$ cat src/rtl/level_ctrl.sv
// level_ctrl: game difficulty level FSM with hit counting, miss hold-off and game-clock tick extraction
//   clk_lf    in   system clock
//   btnC_n    in   asynchronous active-low reset
//   clk_game  in   divided game clock, asynchronous, treated as data
//   start     in   one-cycle pulse, begins a game from IDLE
//   hit       in   one-cycle pulse, paddle hit
//   miss      in   one-cycle pulse, missed ball
//   level     out  difficulty level 0..3 (registered)
//   level_up  out  one-cycle pulse when level increases (registered)
//   freeze    out  high while in HOLD (registered)
//   game_tick out  one-cycle pulse per clk_game rising edge
//   state     out  FSM state: IDLE=00, PLAY=01, HOLD=10
module level_ctrl #(
    parameter int HITS_PER_LEVEL = 4,
    parameter int HOLD_TICKS     = 3,
    parameter int DROP_ON_MISS   = 1
) (
    input  logic       clk_lf,
    input  logic       btnC_n,
    input  logic       clk_game,
    input  logic       start,
    input  logic       hit,
    input  logic       miss,
    output logic [1:0] level,
    output logic       level_up,
    output logic       freeze,
    output logic       game_tick,
    output logic [1:0] state
);
    typedef enum logic [1:0] {IDLE = 2'b00, PLAY = 2'b01, HOLD = 2'b10} state_t;

    state_t     state_q, state_d;
    logic [1:0] level_q, level_d;
    logic       level_up_q, level_up_d;
    logic       freeze_q;
    logic [3:0] hit_cnt_q, hit_cnt_d;
    logic [3:0] hold_cnt_q, hold_cnt_d;
    logic [2:0] sync_q;

    // two synchronizer stages plus an edge-detect stage
    assign game_tick = sync_q[1] & ~sync_q[2];

    always_comb begin
        state_d    = state_q;
        level_d    = level_q;
        level_up_d = 1'b0;
        hit_cnt_d  = hit_cnt_q;
        hold_cnt_d = hold_cnt_q;
        case (state_q)
            IDLE: begin
                level_d   = 2'd0;
                hit_cnt_d = 4'd0;
                if (start) state_d = PLAY;
            end
            PLAY: begin
                // a simultaneous hit is discarded: the miss wins
                if (miss) begin
                    state_d    = HOLD;
                    hit_cnt_d  = 4'd0;
                    hold_cnt_d = 4'(HOLD_TICKS);
                    if (DROP_ON_MISS == 1 && level_q != 2'd0) level_d = level_q - 2'd1;
                end else if (hit) begin
                    if (hit_cnt_q == 4'(HITS_PER_LEVEL - 1)) begin
                        hit_cnt_d = 4'd0;
                        if (level_q != 2'd3) begin
                            level_d    = level_q + 2'd1;
                            level_up_d = 1'b1;
                        end
                    end else begin
                        hit_cnt_d = hit_cnt_q + 4'd1;
                    end
                end
            end
            HOLD: begin
                if (game_tick) begin
                    hold_cnt_d = hold_cnt_q - 4'd1;
                    if (hold_cnt_q == 4'd1) state_d = PLAY;
                end
            end
            default: state_d = IDLE;
        endcase
    end

    always_ff @(posedge clk_lf or negedge btnC_n) begin
        if (!btnC_n) begin
            state_q    <= IDLE;
            level_q    <= 2'd0;
            level_up_q <= 1'b0;
            freeze_q   <= 1'b0;
            hit_cnt_q  <= 4'd0;
            hold_cnt_q <= 4'd0;
            sync_q     <= 3'd0;
        end else begin
            state_q    <= state_d;
            level_q    <= level_d;
            level_up_q <= level_up_d;
            // decoded from next state so freeze lines up with state
            freeze_q   <= (state_d == HOLD);
            hit_cnt_q  <= hit_cnt_d;
            hold_cnt_q <= hold_cnt_d;
            sync_q     <= {sync_q[1:0], clk_game};
        end
    end

    assign level    = level_q;
    assign level_up = level_up_q;
    assign freeze   = freeze_q;
    assign state    = state_q;
endmodule

$ cat config.mk
export PLATFORM = sky130hd
export DESIGN_NAME = level_ctrl
export DESIGN_NICKNAME = d
export VERILOG_FILES = /design/src/rtl/level_ctrl.sv
export SDC_FILE = /design/constraint.sdc
export NUM_CORES = 1
export LEC_CHECK = 0
export CAP_MARGIN = 40
export CORE_ASPECT_RATIO = 1.2
export CORE_UTILIZATION = 29
export DETAILED_ROUTE_END_ITERATION = 12
export GPL_TIMING_DRIVEN = 0
export HOLD_SLACK_MARGIN = 0.03
export PLACE_DENSITY_LB_ADDON = 0.12
export SLEW_MARGIN = 20
export SYNTH_ARGS = -nofsm -noshare
export SYNTH_HDL_FRONTEND = slang
export SYNTH_SLANG_ARGS = --single-unit
export TNS_END_PERCENT = 100
$ cat constraint.sdc
create_clock -name clk_lf -period 2.9 [get_ports clk_lf]
set_input_delay 0.58 -clock clk_lf [delete_from_list [all_inputs] [get_ports clk_lf]]
set_output_delay 0.58 -clock clk_lf [all_outputs]
set_load 0.02 [all_outputs]
After elaboration in Yosys (flattened, before gate mapping) --
Cells that the tools add are included.
Operators by class: reductions and logical operators 7, shift-type cells 0, equal/unequal tests 12, $add $sub $neg 4, multipliers 0, muxes and demuxes 23, order comparisons 0, div/mod/pow operators 0, bitwise operators 2
Operator list (number):
- $mux 4 | 5
- $mux 2 | 9
- $pmux 4 s2 | 2
- $ne 3x3->1 const B | 4
- $ne 2x2->1 const B | 3
- $pmux 2 s3 | 1
- $reduce_bool 2->1 | 3
- $mux 1 | 5
- $reduce_and 5->1 | 1
- $add 4x1->4 const B | 1
- $eq 2x2->1 const B | 2
- $eq 4x1->1 const B | 1
- $eq 4x2->1 const B | 1
- $pmux 2 s2 | 1
- $sub 4x1->4 const B | 1
- $reduce_and 3->1 | 1
- $add 2x1->2 const B | 1
- $eq 2x1->1 const B | 1
- $logic_not 2->1 | 1
- $reduce_and 2->1 | 1
- $sub 2x1->2 const B | 1
- $and 1x1->1 | 1
- $not 1->1 | 1
Word-level totals: memory bits (writable) 0, output and inout bits 7, latch bits 0, memory bits (read-only) 0, memories kept 0, input port bits 6, register bits after elaboration 17

Logic depth before layout (Yosys ltp) --
Gate-level depths: netlist of run 1.
depth after elaboration 6, gate-level depth with buffers 4

Worst setup path before layout of run 1 --
OpenSTA, ideal clock, no wires.
kind input to register, start input miss, end register level_q[1] (netlist: level[1]), cell stages on the path 3, path slack 1.398 ns, data arrival time 1.437 ns, cell sequence or3b_4 a2111oi_4 a211o_1
Between the ends: longest elaborated chain between the ends 2
RTL lines:
- start: declaration | RTL line 23 | input logic miss,
- $ne 3x3->1 (no line) / $mux 2 (equally long branches)
- $reduce_and 5->1 (no line) / $pmux 2 s2 (equally long branches)
- end signal: assignment | RTL line 95 | level_q <= level_d;
- end: declaration | RTL line 33 | logic [1:0] level_q, level_d;
Parallel ways exist; a longest one is shown, timed or not. A chain may end at the register's enable or synchronous reset.

Final worst setup path of run 1 --
start register level_q[0] (netlist: level[0]), end output level[0]
RTL lines:
- end: declaration | RTL line 24 | output logic [1:0] level,
No word-level cell between the ends.

==> PnR_summary.wiki, run 1 <==
{| class="wikitable"
! Metric !! Value
|-
| Status || finished clean
|-
| Fraction of synthesis flops using an asynchronous set or reset pin || 100.0%
|-
| Number of instances in the synthesized netlist || 82
|-
| Post-cts hold buffer count || 0
|-
| CTS sink cnt || 17
|-
| Worst Setup Start Kind || register
|-
| Hold WS || around 350 ps
|-
| Fill cells || between 200 and 300
|-
| Pin count of the biggest net entering global routing || 18
|-
| Area fraction of the dominant cell type after synthesis || 48.78%
|-
| Arrival time reported for the critical path endpoint || 1450 ps
|-
| Unique masters post-synth || 36
|-
| Worst hold-check path type || register to register
|-
| Total global routing overflow || 0
|-
| Category of cells accounting for the largest share of critical-path delay || buffers and inverters
|-
| WL final || 1878 um
|-
| Count of instances resized after the clock tree is built || 0
|-
| Layout Nets || roughly 110
|-
| Initial antenna violation count || 0
|-
| Worst VDD drop || roughly 0.35 mV
|-
| Top cells by area, synth || sky130_fd_sc_hd__dfrtp_1, sky130_fd_sc_hd__ha_1, sky130_fd_sc_hd__o21ai_0, sky130_fd_sc_hd__a2111oi_4, sky130_fd_sc_hd__nand2_1
|-
| Main synth FF type || sky130_fd_sc_hd__dfrtp_1
|-
| CTS buffer count || 3
|-
| Final worst path period need || ~2000 ps
|-
| Clk pin slew, worst setup/hold paths || about 90 ps
|-
| CP Buf/Inv Count || 1
|-
| Initial standard-cell utilization of the core || a little under a third
|-
| Average detailed-routed wire length per instance || between 10 and 15 um
|-
| Post-Synthesis Cell Area || 872.1 um2
|-
| Routability Congestion || approximately 0.73
|-
| Final number of max-transition violations || 0
|-
| Crit-path slowest cell || sky130_fd_sc_hd__clkdlybuf4s50_1
|-
| Critical-path cell list || clkdlybuf4s50_1
|-
| First-pass detailed-route iteration total || 4
|-
| Die Height || between 60 and 70 um
|-
| ANT cells || 0
|-
| Highest net fanout along the worst path || 8
|-
| Fraction of final layout cells sized beyond drive strength 1 || 9.091%
|-
| Floorplan row count || 21
|-
| Cell types with the highest counts after synthesis || sky130_fd_sc_hd__dfrtp_1, sky130_fd_sc_hd__nand2_1, sky130_fd_sc_hd__o21ai_0
|-
| Detailed-route via count || 700
|-
| Inst Count DP || between 100 and 150
|-
| Die boundary width || 52.06 um
|-
| Number of levels in the clock H-tree || 1
|-
| Clk Tree Root Cell || sky130_fd_sc_hd__clkbuf_4
|-
| Sum of negative setup slack || 0 ps
|-
| Synth warn || 0
|-
| Area overhead of the layout relative to synthesis || 23.39%
|-
| Largest stage delay on the critical path || ~660 ps
|-
| Clock tree from TritonCTS || yes
|-
| Post-CTS Setup Bufs || 0
|-
| Worst setup timing slack at the placement stage || 693.4 ps
|-
| Seq cells post-synth || 17
|-
| Total nets after synthesis || around 90
|-
| Transition at the pin with the smallest max-transition slack || about 460 ps
|-
| Leakage component of the power || ~0.00046 uW
|-
| Unrepaired setup endpoints after global routing || no
|-
| Starting DRC count in detailed routing || 9
|-
| Setup crit end kind || primary output
|-
| Max-slew headroom || between 60% and 70%
|-
| Die Footprint || ~3200 um2
|-
| Portion of the post-synthesis area used by sequential elements || 48.78%
|-
| Fmax || approximately 490 MHz
|-
| Max_cap viols || 0
|-
| Count of nets left with antenna violations after detail routing || 0
|-
| I/O Buffers || 12
|-
| Wire length of the first global-routing pass || 3022 um
|-
| Buffer depth of the longest clock path || 2
|-
| Hold violation count in the final report || 0
|-
| Synthesized area per cell || approximately 11 um2
|-
| Number of primary I/O pins || 13
|-
| Worst Skew || a little over 5 ps
|-
| Total power divided by cell area || between 700 and 800 nW/um2
|-
| Vias/cell || approximately 5.3
|-
| GRT Overall Usage || a little over an eighth
|-
| Finish-stage setup viols || 0
|-
| Number of remaining DRC errors || 0
|-
| Core outline area || 2838 um2
|-
| Post-synth EDFFs || 0
|-
| Clock latency of the later-clocked register in the worst-skew pair || about 290 ps
|-
| HPWL after detailed placement || ~1300 um
|-
| Final worst-path setup slack || between 800 and 900 ps
|-
| Post-route clock period utilization || around 70%
|-
| Cell Count, Final, Fillers Out || around 130
|-
| Cell type with the highest aggregate area in the netlist || sky130_fd_sc_hd__dfrtp_1
|-
| Worst path required time || between 2000 and 2500 ps
|-
| Most repeated cell in the gate-level netlist after synthesis || sky130_fd_sc_hd__dfrtp_1
|-
| Number of global-route vias before repair || about 650
|-
| WS Path Type || register to primary output
|}
through the flow:
step / power, uW / instance area [um2] / utilization, %
4_1_cts: 770.7 / 1061 / 37.39
3_5_place_dp: 639.1 / 1035 / 36.46
6_report: 765.3 / 1076 / 37.92
3_3_place_gp: 633.8 / 1035 / 36.46
5_1_grt: 824.9 / 1076 / 37.92
2_1_floorplan: 530.6 / 872.1 / -
cells by family (layout without fill, tap and decap cells):
| logic type | count (synthesis) | in the layout | synth area share [%] |
|---|---|---|---|
| flip-flops | 17 | 17 | 48.78 |
| multiplexers | 2 | 2 | 2.582 |
| AO/OA/AOI/OAI | 27 | 27 | 23.25 |
| AND/OR/NAND/NOR | 25 | 25 | 17.51 |
| buffers and inverters | 8 | 25 | 3.587 |
| adder cells (fa/ha/maj) | 3 | 3 | 4.305 |
final cells by class:
cell class | instances | area, um2 | area share [%]
Multi-Input combinational cell | 57 | 415.4 | 38.60
Inverter | 5 | 18.77 | 1.744
Clock buffer | 4 | 26.28 | 2.442
Sequential cell | 17 | 425.4 | 39.53
Tap cell | 34 | 42.54 | 3.953
Buffer | 3 | 12.51 | 1.163
Timing Repair Buffer | 13 | 135.1 | 12.56
routing by layer:
layer / wire (um) / vias up / share of wire (%) / global-route usage, %
met2: 925 / 14 / 49 / 22.53
li1: - / 338 / - / -
met3: 49 / 5 / 2.6 / 2.190
met5: 0 / - / 0 / 0
met4: 48 / 0 / 2.6 / 9.266
met1: 854 / 343 / 45 / 15.84
layout by cell type (no fill, tap or decap), drive strengths merged:
cell type       n
a311oi          1
o211ai          2
o221ai          1
dfrtp          17
nor2b           4
o22ai           1
o21ai           6
a211o           2
buf             2
a31oi           3
a21boi          1
a21oi           4
o2bb2a          1
ha              3
inv             5
nand2b          1
and2b           1
o32ai           1
nor4b           1
clkbuf          6
nand3           1
nor3            1
and3b           1
clkdlybuf4s50  12
o311ai          1
or3b            1
a21o            1
mux2            2
or2b            1
nand3b          1
o21a            1
or3             1
a2111oi         1
and3            1
nand2           7
nor3b           2
nand4           1
power breakdown:
part / total [uW] / internal (uW) / leakage, uW / switching (uW)
registers: 332 / 284 / 0.000217 / 48.5
logic: 306 / 138 / 0.000232 / 168
clock network: 127 / 53.5 / 0.0000150 / 73.7
final timing paths:
| kind | startpoint | endpoint | cells past startpoint | slack (ps) |
|---|---|---|---|---|
| min in group asynchronous | btnC_n | hit_cnt_q[2] | 1 | 470 |
| min reg2reg | sync_q[0] | sync_q[1] | 0 | 350 |
| max | level[0] | level[0] | 1 | 870 |
| max in group asynchronous | btnC_n | level_up | 2 | 2080 |
| min | sync_q[0] | sync_q[1] | 0 | 350 |
| max reg2reg | state[1] | level[1] | 3 | 1400 |
sequential cells by signal, summed over array words and instances (netlist names):
register and cells:
freeze 1, sync_q 3, hit_cnt_q 4, hold_cnt_q 4
state 2, level_up 1, level 2
worst reg2reg max path, cell delays in order, from the launching register on:
cell and delay, ps:
sky130_fd_sc_hd__dfrtp_1 470, sky130_fd_sc_hd__or3b_4 460, sky130_fd_sc_hd__a2111oi_4 360, sky130_fd_sc_hd__a211o_1 170
Power figures use the tool's default switching activity.
==> inputs of run 2 (changes only) <==
clock period = 1.66 ns   (was 2.9 ns; I/O delays follow)
==> run 2 against run 1 <==
  * Clock-buffer cell count stayed put
  * Non-clock buffer count is the same
  * Sequential share of layout area is essentially flat
  * Clock skew barely moved
  * Combinational power is 72% higher
  * First-iteration DRC count decreased by 33%
  * Wire length fell by 0.59%
  * Worst setup slack got worse by 760 ps
  * Worst hold slack worse by 140 ps
  * Die area unchanged
  * Via count is 0.71% lower
  * Power up 74%
  * Critical endpoint is now freeze
  * Largest power group unchanged
==> PnR_summary.wiki, run 2 (synthesis gave the netlist of run 1 again) <==
{| class="wikitable"
! Metric !! Value
|-
| Final worst path period need || about 1600 ps
|-
| Final number of max-transition violations || 0 (unchanged)
|-
| Clock tree from TritonCTS || yes (unchanged)
|-
| Transition at the pin with the smallest max-transition slack || 459.4 ps (unchanged)
|-
| Critical-path cell list || clkdlybuf4s50_1 (unchanged)
|-
| Fill cells || 296 (was 291)
|-
| Cell Count, Final, Fillers Out || 133 (unchanged)
|-
| Core outline area || 2838 um2 (unchanged)
|-
| Leading registers by flop count || hit_cnt_q: 4 flops, hold_cnt_q: 4 flops, sync_q: 3 flops (unchanged)
|-
| Wire length of the first global-routing pass || 3029 um (was 3022 um)
|-
| Hold WS || 218.9 ps (was 355.0 ps)
|-
| Initial antenna violation count || 0 (unchanged)
|-
| Max_cap viols || 0 (unchanged)
|-
| Internal reg-to-reg setup slack || 160 ps (was 1400 ps)
|-
| Clk Tree Root Cell || sky130_fd_sc_hd__clkbuf_4 (unchanged)
|-
| Setup crit end kind || primary output (unchanged)
|-
| Vias/cell || 5.226 (was 5.263)
|-
| Share of total power in combinational logic || 39.7% (was 40.0%)
|-
| Status || finished clean (unchanged)
|-
| Worst hold-check path type || input pin to asynchronous set/reset pin (was register to register)
|-
| Die Height || 62.07 um (unchanged)
|-
| WS Path Type || register to primary output (unchanged)
|-
| Category of cells accounting for the largest share of critical-path delay || buffers and inverters (unchanged)
|-
| Average detailed-routed wire length per instance || 14.04 um (was 14.12 um)
|-
| Pin count of the biggest net entering global routing || 18 (unchanged)
|-
| Internal Pwr Total || 820.3 uW (was 474.9 uW)
|-
| Fmax || about 640 MHz
|-
| GRT Overall Usage || 13.52% (was 13.47%)
|-
| Worst R2R Start || state[1] (unchanged)
|-
| Leakage component of the power || 0.0004942 uW (was 0.0004646 uW)
|-
| Layout Nets || 109 (unchanged)
|-
| Total global routing overflow || 0 (unchanged)
|-
| Hold violation count in the final report || 0 (unchanged)
|-
| Fraction of final layout cells sized beyond drive strength 1 || 11.11% (was 9.091%)
|-
| Leading cell types in the layout, fill and taps excluded || sky130_fd_sc_hd__dfrtp_1, sky130_fd_sc_hd__nand2_1, sky130_fd_sc_hd__o21ai_0, sky130_fd_sc_hd__clkdlybuf4s50_1 (was sky130_fd_sc_hd__dfrtp_1, sky130_fd_sc_hd__clkdlybuf4s50_1, sky130_fd_sc_hd__nand2_1)
|-
| Post-CTS Setup Bufs || 0 (unchanged)
|-
| Sum of negative setup slack || 0 ps (unchanged)
|-
| Count of nets left with antenna violations after detail routing || 0 (unchanged)
|-
| Die Footprint || 3231 um2 (unchanged)
|-
| Routability Congestion || 0.7313 (unchanged)
|-
| Worst VDD drop || 0.6063 mV (was 0.3490 mV)
|-
| Area overhead of the layout relative to synthesis || 23.67% (was 23.39%)
|-
| Multi-input gate area || 420.4 um2 (was 415.4 um2)
|-
| ANT cells || 0 (unchanged)
|-
| Number of primary I/O pins || 13 (unchanged)
|-
| Arrival time reported for the critical path endpoint || 1220 ps (was 1450 ps)
|-
| Finish-stage setup viols || 0 (unchanged)
|-
| Starting DRC count in detailed routing || 6 (was 9)
|-
| Floorplan row count || 21 (unchanged)
|-
| Max-slew headroom || 68.94% (unchanged)
|-
| Crit-path slowest cell || sky130_fd_sc_hd__clkdlybuf4s50_1 (unchanged)
|-
| I/O Buffers || 12 (unchanged)
|-
| Area taken by flip-flops and latches || 426.7 um2 (was 425.4 um2)
|-
| Worst path required time || 1330 ps (was 2320 ps)
|-
| Number of global-route vias before repair || 653 (unchanged)
|-
| Total power divided by cell area || 1232 nW/um2 (was 711.2 nW/um2)
|-
| Clock latency of the later-clocked register in the worst-skew pair || 290 ps (about the same)
|-
| Initial standard-cell utilization of the core || 30.73% (unchanged)
|-
| Buffer depth of the longest clock path || 2 (unchanged)
|-
| HPWL after detailed placement || 1327 um (unchanged)
|-
| Largest stage delay on the critical path || 590 ps (was 660 ps)
|-
| WL final || 1867 um (was 1878 um)
|-
| Most frequent standard cell in the layout excluding fill and tap cells || sky130_fd_sc_hd__dfrtp_1 (unchanged)
|-
| Part of the power in registers || 43.6% (was 43.4%)
|-
| Number of remaining DRC errors || 0 (unchanged)
|-
| Net switching power || 508.9 uW (was 290.4 uW)
|-
| Worst Skew || 5.073 ps (was 5.145 ps)
|-
| Cells on worst reg2reg path || 3 (unchanged)
|-
| First-pass detailed-route iteration total || 4 (unchanged)
|-
| Highest net fanout along the worst path || 1 (was 8)
|-
| Worst Setup Start Kind || register (unchanged)
|-
| Detailed-route via count || 695 (was 700)
|-
| Inst Count DP || 128 (unchanged)
|-
| Clk pin slew, worst setup/hold paths || 100 ps (was 90 ps)
|-
| CTS sink cnt || 17 (unchanged)
|-
| Capturing point of the worst reg2reg path || level[1] (unchanged)
|-
| Clock power share || 16.7% (was 16.6%)
|-
| Die boundary width || 52.06 um (unchanged)
|-
| Post-route clock period utilization || 93.43%
|-
| CP Buf/Inv Count || 1 (unchanged)
|-
| Number of levels in the clock H-tree || 1 (unchanged)
|-
| Unrepaired setup endpoints after global routing || no (unchanged)
|-
| CTS buffer count || 3 (unchanged)
|-
| Switching Share || 38.29% (was 37.94%)
|}
run 2: cell count changes in the layout (fill, tap and decap cells not counted), sizes merged:
cell | before | now
clkdlybuf4s50 | 12 | 6
dlygate4sd2 | 0 | 5
dlymetal6s2s | 0 | 1
run 2: final cells by class:
| class | count | share of cell area (%) |
|---|---|---|
| Timing Repair Buffer | 13 | 12.18 |
| Clock buffer | 4 | 2.436 |
| Buffer | 3 | 1.160 |
| Tap cell | 34 | 3.944 |
| Inverter | 5 | 1.740 |
| Sequential cell | 17 | 39.56 |
| Multi-Input combinational cell | 57 | 38.98 |
run 2: per-stage QoR:
stage | total power [uW] | area (um2) | setup slack (ps) | util, %
2_1_floorplan | 926.9 | 872.1 | 199.4 | -
3_3_place_gp | 1107 | 1035 | -299.7 | 36.46
3_5_place_dp | 1116 | 1035 | -298.6 | 36.46
4_1_cts | 1336 | 1056 | 12.16 | 37.21
5_1_grt | 1432 | 1079 | 63.12 | 38.01
6_report | 1329 | 1079 | 109.0 | 38.01
run 2: metal layers:
| layer | wire length [um] | global-route usage (%) | up-vias | share of wire (%) |
|---|---|---|---|---|
| met5 | 0 | 0 | - | 0 |
| met4 | 48 | 9.266 | 0 | 2.6 |
| met3 | 50 | 2.190 | 5 | 2.7 |
| met2 | 918 | 22.71 | 12 | 49 |
| met1 | 849 | 15.84 | 342 | 45 |
| li1 | - | - | 336 | - |
run 2: worst max-delay path by stage:
stage | cells past startpoint | slack (ps) | startpoint | end
2_1_floorplan | 3 | 200 | state[1] | level[1]
3_3_place_gp | 4 | -300 | miss | level[1]
3_5_place_dp | 4 | -300 | miss | level[1]
4_1_cts | 1 | 10 | state[0] | state[0]
5_1_grt | 1 | 60 | level_up | level_up
6_report | 1 | 110 | freeze | freeze
run 2: what timing repair did:
action / in CTS / in global routing
hold buffers: 0 / 0
resized for setup: 6 / 2
pin swaps: 0 / 0
setup endpoints to repair: 5 / 3
run 2: power by group through the flow:
stage	Clock, uW	Sequential [uW]	Combinational (uW)
2_1_floorplan	0	610	317
3_3_place_gp	0	585	523
3_5_place_dp	0	587	530
4_1_cts	236	579	522
5_1_grt	249	595	588
6_report	222	580	527
==> inputs of run 3 (changes only) <==
CORE_MARGIN = 3   (was default)
DONT_BUFFER_PORTS = 1   (was default)
==> run 3 against run 2 <==
  * Register-to-register slack worse by 96 ps
  * Clock skew hardly changed
  * Sequential share of layout area rose by 4.4 points
  * Worst setup slack lost 45 ps
  * Critical path type is now register to register
  * Critical endpoint is now level[1]
==> PnR_summary.wiki, run 3 (synthesis gave the netlist of run 1 again) <==
{| class="wikitable"
! Metric !! Value
|-
| Status || finished clean (unchanged)
|-
| Final worst path period need || 1596 ps (was 1551 ps)
|-
| Final core occ || 34.08% (was 38.01%)
|-
| Fraction of final layout cells sized beyond drive strength 1 || 11.36% (was 11.11%)
|-
| Max-slew headroom || 71.49% (was 68.94%)
|-
| Die Height || 66.07 um (was 62.07 um)
|-
| Hold violation count in the final report || 0 (unchanged)
|-
| Worst hold-check path type || input pin to register (was input pin to asynchronous set/reset pin)
|-
| Wire length of the first global-routing pass || 2994 um (was 3029 um)
|-
| Transition at the pin with the smallest max-transition slack || 421.6 ps (was 459.4 ps)
|-
| Largest stage delay on the critical path || 530 ps (was 590 ps)
|-
| Fmax || 626.4 MHz (was 644.8 MHz)
|-
| Vias/cell || 5.426 (was 5.226)
|-
| Cells on worst reg2reg path || 3 (unchanged)
|-
| Routability Congestion || 0.7445 (was 0.7313)
|-
| Routed length on met3 || 100 um (was 50 um)
|-
| Met2 WL || 902 um (was 918 um)
|-
| Leading registers by flop count || hit_cnt_q: 4 flops, hold_cnt_q: 4 flops, sync_q: 3 flops (unchanged)
|-
| Clock latency of the later-clocked register in the worst-skew pair || 290 ps (about the same)
|-
| Core outline area || 2838 um2 (unchanged)
|-
| Capturing point of the worst reg2reg path || level[1] (unchanged)
|-
| Floorplan row count || 21 (unchanged)
|-
| Worst Setup Start Kind || register (unchanged)
|-
| First-pass detailed-route iteration total || 4 (unchanged)
|-
| Worst VDD drop || 0.6058 mV (was 0.6063 mV)
|-
| Buffer depth of the longest clock path || 2 (unchanged)
|-
| Worst path required time || 1890 ps (was 1330 ps)
|-
| Number of global-route vias before repair || 649 (was 653)
|-
| Detailed-route via count || 662 (was 695)
|-
| Setup crit end kind || register (was primary output)
|-
| Layout Nets || 98 (was 109)
|-
| Worst R2R Start || state[1] (unchanged)
|-
| Highest net fanout along the worst path || 7 (was 1)
|-
| Average detailed-routed wire length per instance || 15.00 um (was 14.04 um)
|-
| Crit-path slowest cell || sky130_fd_sc_hd__dfrtp_1 (was sky130_fd_sc_hd__clkdlybuf4s50_1)
|-
| Internal reg-to-reg setup slack || 60 ps (was 160 ps)
|-
| GRT Overall Usage || 10.67% (was 13.52%)
|-
| Wire length on met1 || 803 um (was 849 um)
|-
| Highest metal layer with signal wires || met4 (unchanged)
|-
| Critical-path cell list || or3b_4, a2111oi_4, a211o_1 (was clkdlybuf4s50_1)
|-
| Clk pin slew, worst setup/hold paths || 100 ps (about the same)
|-
| Worst Hold Path EP || sync_q[0]
|-
| Most frequent standard cell in the layout excluding fill and tap cells || sky130_fd_sc_hd__dfrtp_1 (unchanged)
|-
| Total global routing overflow || 0 (unchanged)
|-
| Leakage component of the power || 0.0004273 uW (was 0.0004942 uW)
|-
| Number of levels in the clock H-tree || 1 (unchanged)
|-
| CTS sink cnt || 17 (unchanged)
|-
| Initial antenna violation count || 0 (unchanged)
|-
| WS Path Type || register to register (was register to primary output)
|-
| CP Buf/Inv Count || 0 (was 1)
|-
| Die Footprint || 3704 um2 (was 3231 um2)
|-
| I/O Buffers || 0 (was 12)
|-
| Max_cap viols || 0 (unchanged)
|-
| Clk Tree Root Cell || sky130_fd_sc_hd__clkbuf_4 (unchanged)
|-
| Final number of max-transition violations || 0 (unchanged)
|-
| Count of nets left with antenna violations after detail routing || 0 (unchanged)
|-
| Category of cells accounting for the largest share of critical-path delay || flip-flops (was buffers and inverters)
|-
| Die boundary width || 56.06 um (was 52.06 um)
|-
| Starting DRC count in detailed routing || 23 (was 6)
|-
| Leading cell types in the layout, fill and taps excluded || sky130_fd_sc_hd__dfrtp_1, sky130_fd_sc_hd__nand2_1, sky130_fd_sc_hd__o21ai_0 (was sky130_fd_sc_hd__dfrtp_1, sky130_fd_sc_hd__nand2_1, sky130_fd_sc_hd__o21ai_0, sky130_fd_sc_hd__clkdlybuf4s50_1)
|-
| Total power divided by cell area || 1299 nW/um2 (was 1232 nW/um2)
|-
| Area overhead of the layout relative to synthesis || 10.90% (was 23.67%)
|-
| ANT cells || 0 (unchanged)
|-
| Initial standard-cell utilization of the core || 30.73% (unchanged)
|-
| Worst Skew || 4.706 ps (was 5.073 ps)
|-
| Min-Delay Startpoint || clk_game
|-
| Finish-stage setup viols || 0 (unchanged)
|-
| Pin count of the biggest net entering global routing || 18 (unchanged)
|-
| Arrival time reported for the critical path endpoint || 1830 ps (was 1220 ps)
|-
| Clock tree from TritonCTS || yes (unchanged)
|-
| HPWL after detailed placement || 1324 um (was 1327 um)
|-
| CTS buffer count || 3 (unchanged)
|-
| Unrepaired setup endpoints after global routing || no (unchanged)
|-
| Cell depth of the worst hold path || 0
|-
| Number of primary I/O pins || 13 (unchanged)
|-
| Post-route clock period utilization || 96.16% (was 93.43%)
|-
| Sum of negative setup slack || 0 ps (unchanged)
|-
| Number of remaining DRC errors || 0 (unchanged)
|-
| WL final || 1830 um (was 1867 um)
|}
==> run 3: area by class of cell <==
type                    count  area (um2)
plain buffers               3       13.76
clock buffers               4       26.28
fillers                   295        1871
repair buffers              2       25.02
flip-flops and latches     17       425.4
multi-input cells          57       415.4
inverters                   5       18.77
well taps                  34       42.54
==> run 3: per-layer routing <==
layer | track usage (%) | up-vias
met1 | 11.91 | 325
met5 | 0 | -
met4 | 6.825 | 0
met3 | 2.734 | 4
met2 | 17.98 | 18
li1 | - | 315
==> run 3: timing repair <==
item	CTS	global route
setup endpoints to repair	0	2
gates resized for setup	0	2
hold buffers	1	0
buffers inserted	0	0
endpoints found under the hold margin	17	0
==> run 3: worst max-delay path by stage <==
stage | from | slack (ps) | cells past startpoint | end
2_1_floorplan | state[1] | 200 | 3 | level[1]
3_3_place_gp | state[1] | 80 | 3 | level[1]
3_5_place_dp | state[1] | 70 | 3 | level[1]
4_1_cts | state[1] | 50 | 3 | level[1]
5_1_grt | state[1] | 10 | 3 | level[1]
6_report | state[1] | 60 | 3 | level[1]
==> run 3: report_power, final <==
group          switching (uW)  internal, uW
Combinational             227           178
Clock                     130          93.3
Sequential                132           495
Total                     490           766
==> run 3: per-stage QoR <==
stage	total power (uW)	cell area [um2]	hold slack (ps)	instances	worst slack [ps]
detailed placement	1028	914.6	36.82	116	74.39
CTS	1266	950.9	53.83	121	45.60
finish	1256	967.2	64.97	122	63.67
global route	1358	967.2	40.69	122	10.54
floorplan	926.9	872.1	36.41	82	199.4
global placement	1022	914.6	36.82	116	82.04
==> run 3: worst reg2reg max path: stages, from the launching register on <==
cell	delay, ps
sky130_fd_sc_hd__dfrtp_1	530
sky130_fd_sc_hd__or3b_4	490
sky130_fd_sc_hd__a2111oi_4	350
sky130_fd_sc_hd__a211o_1	170
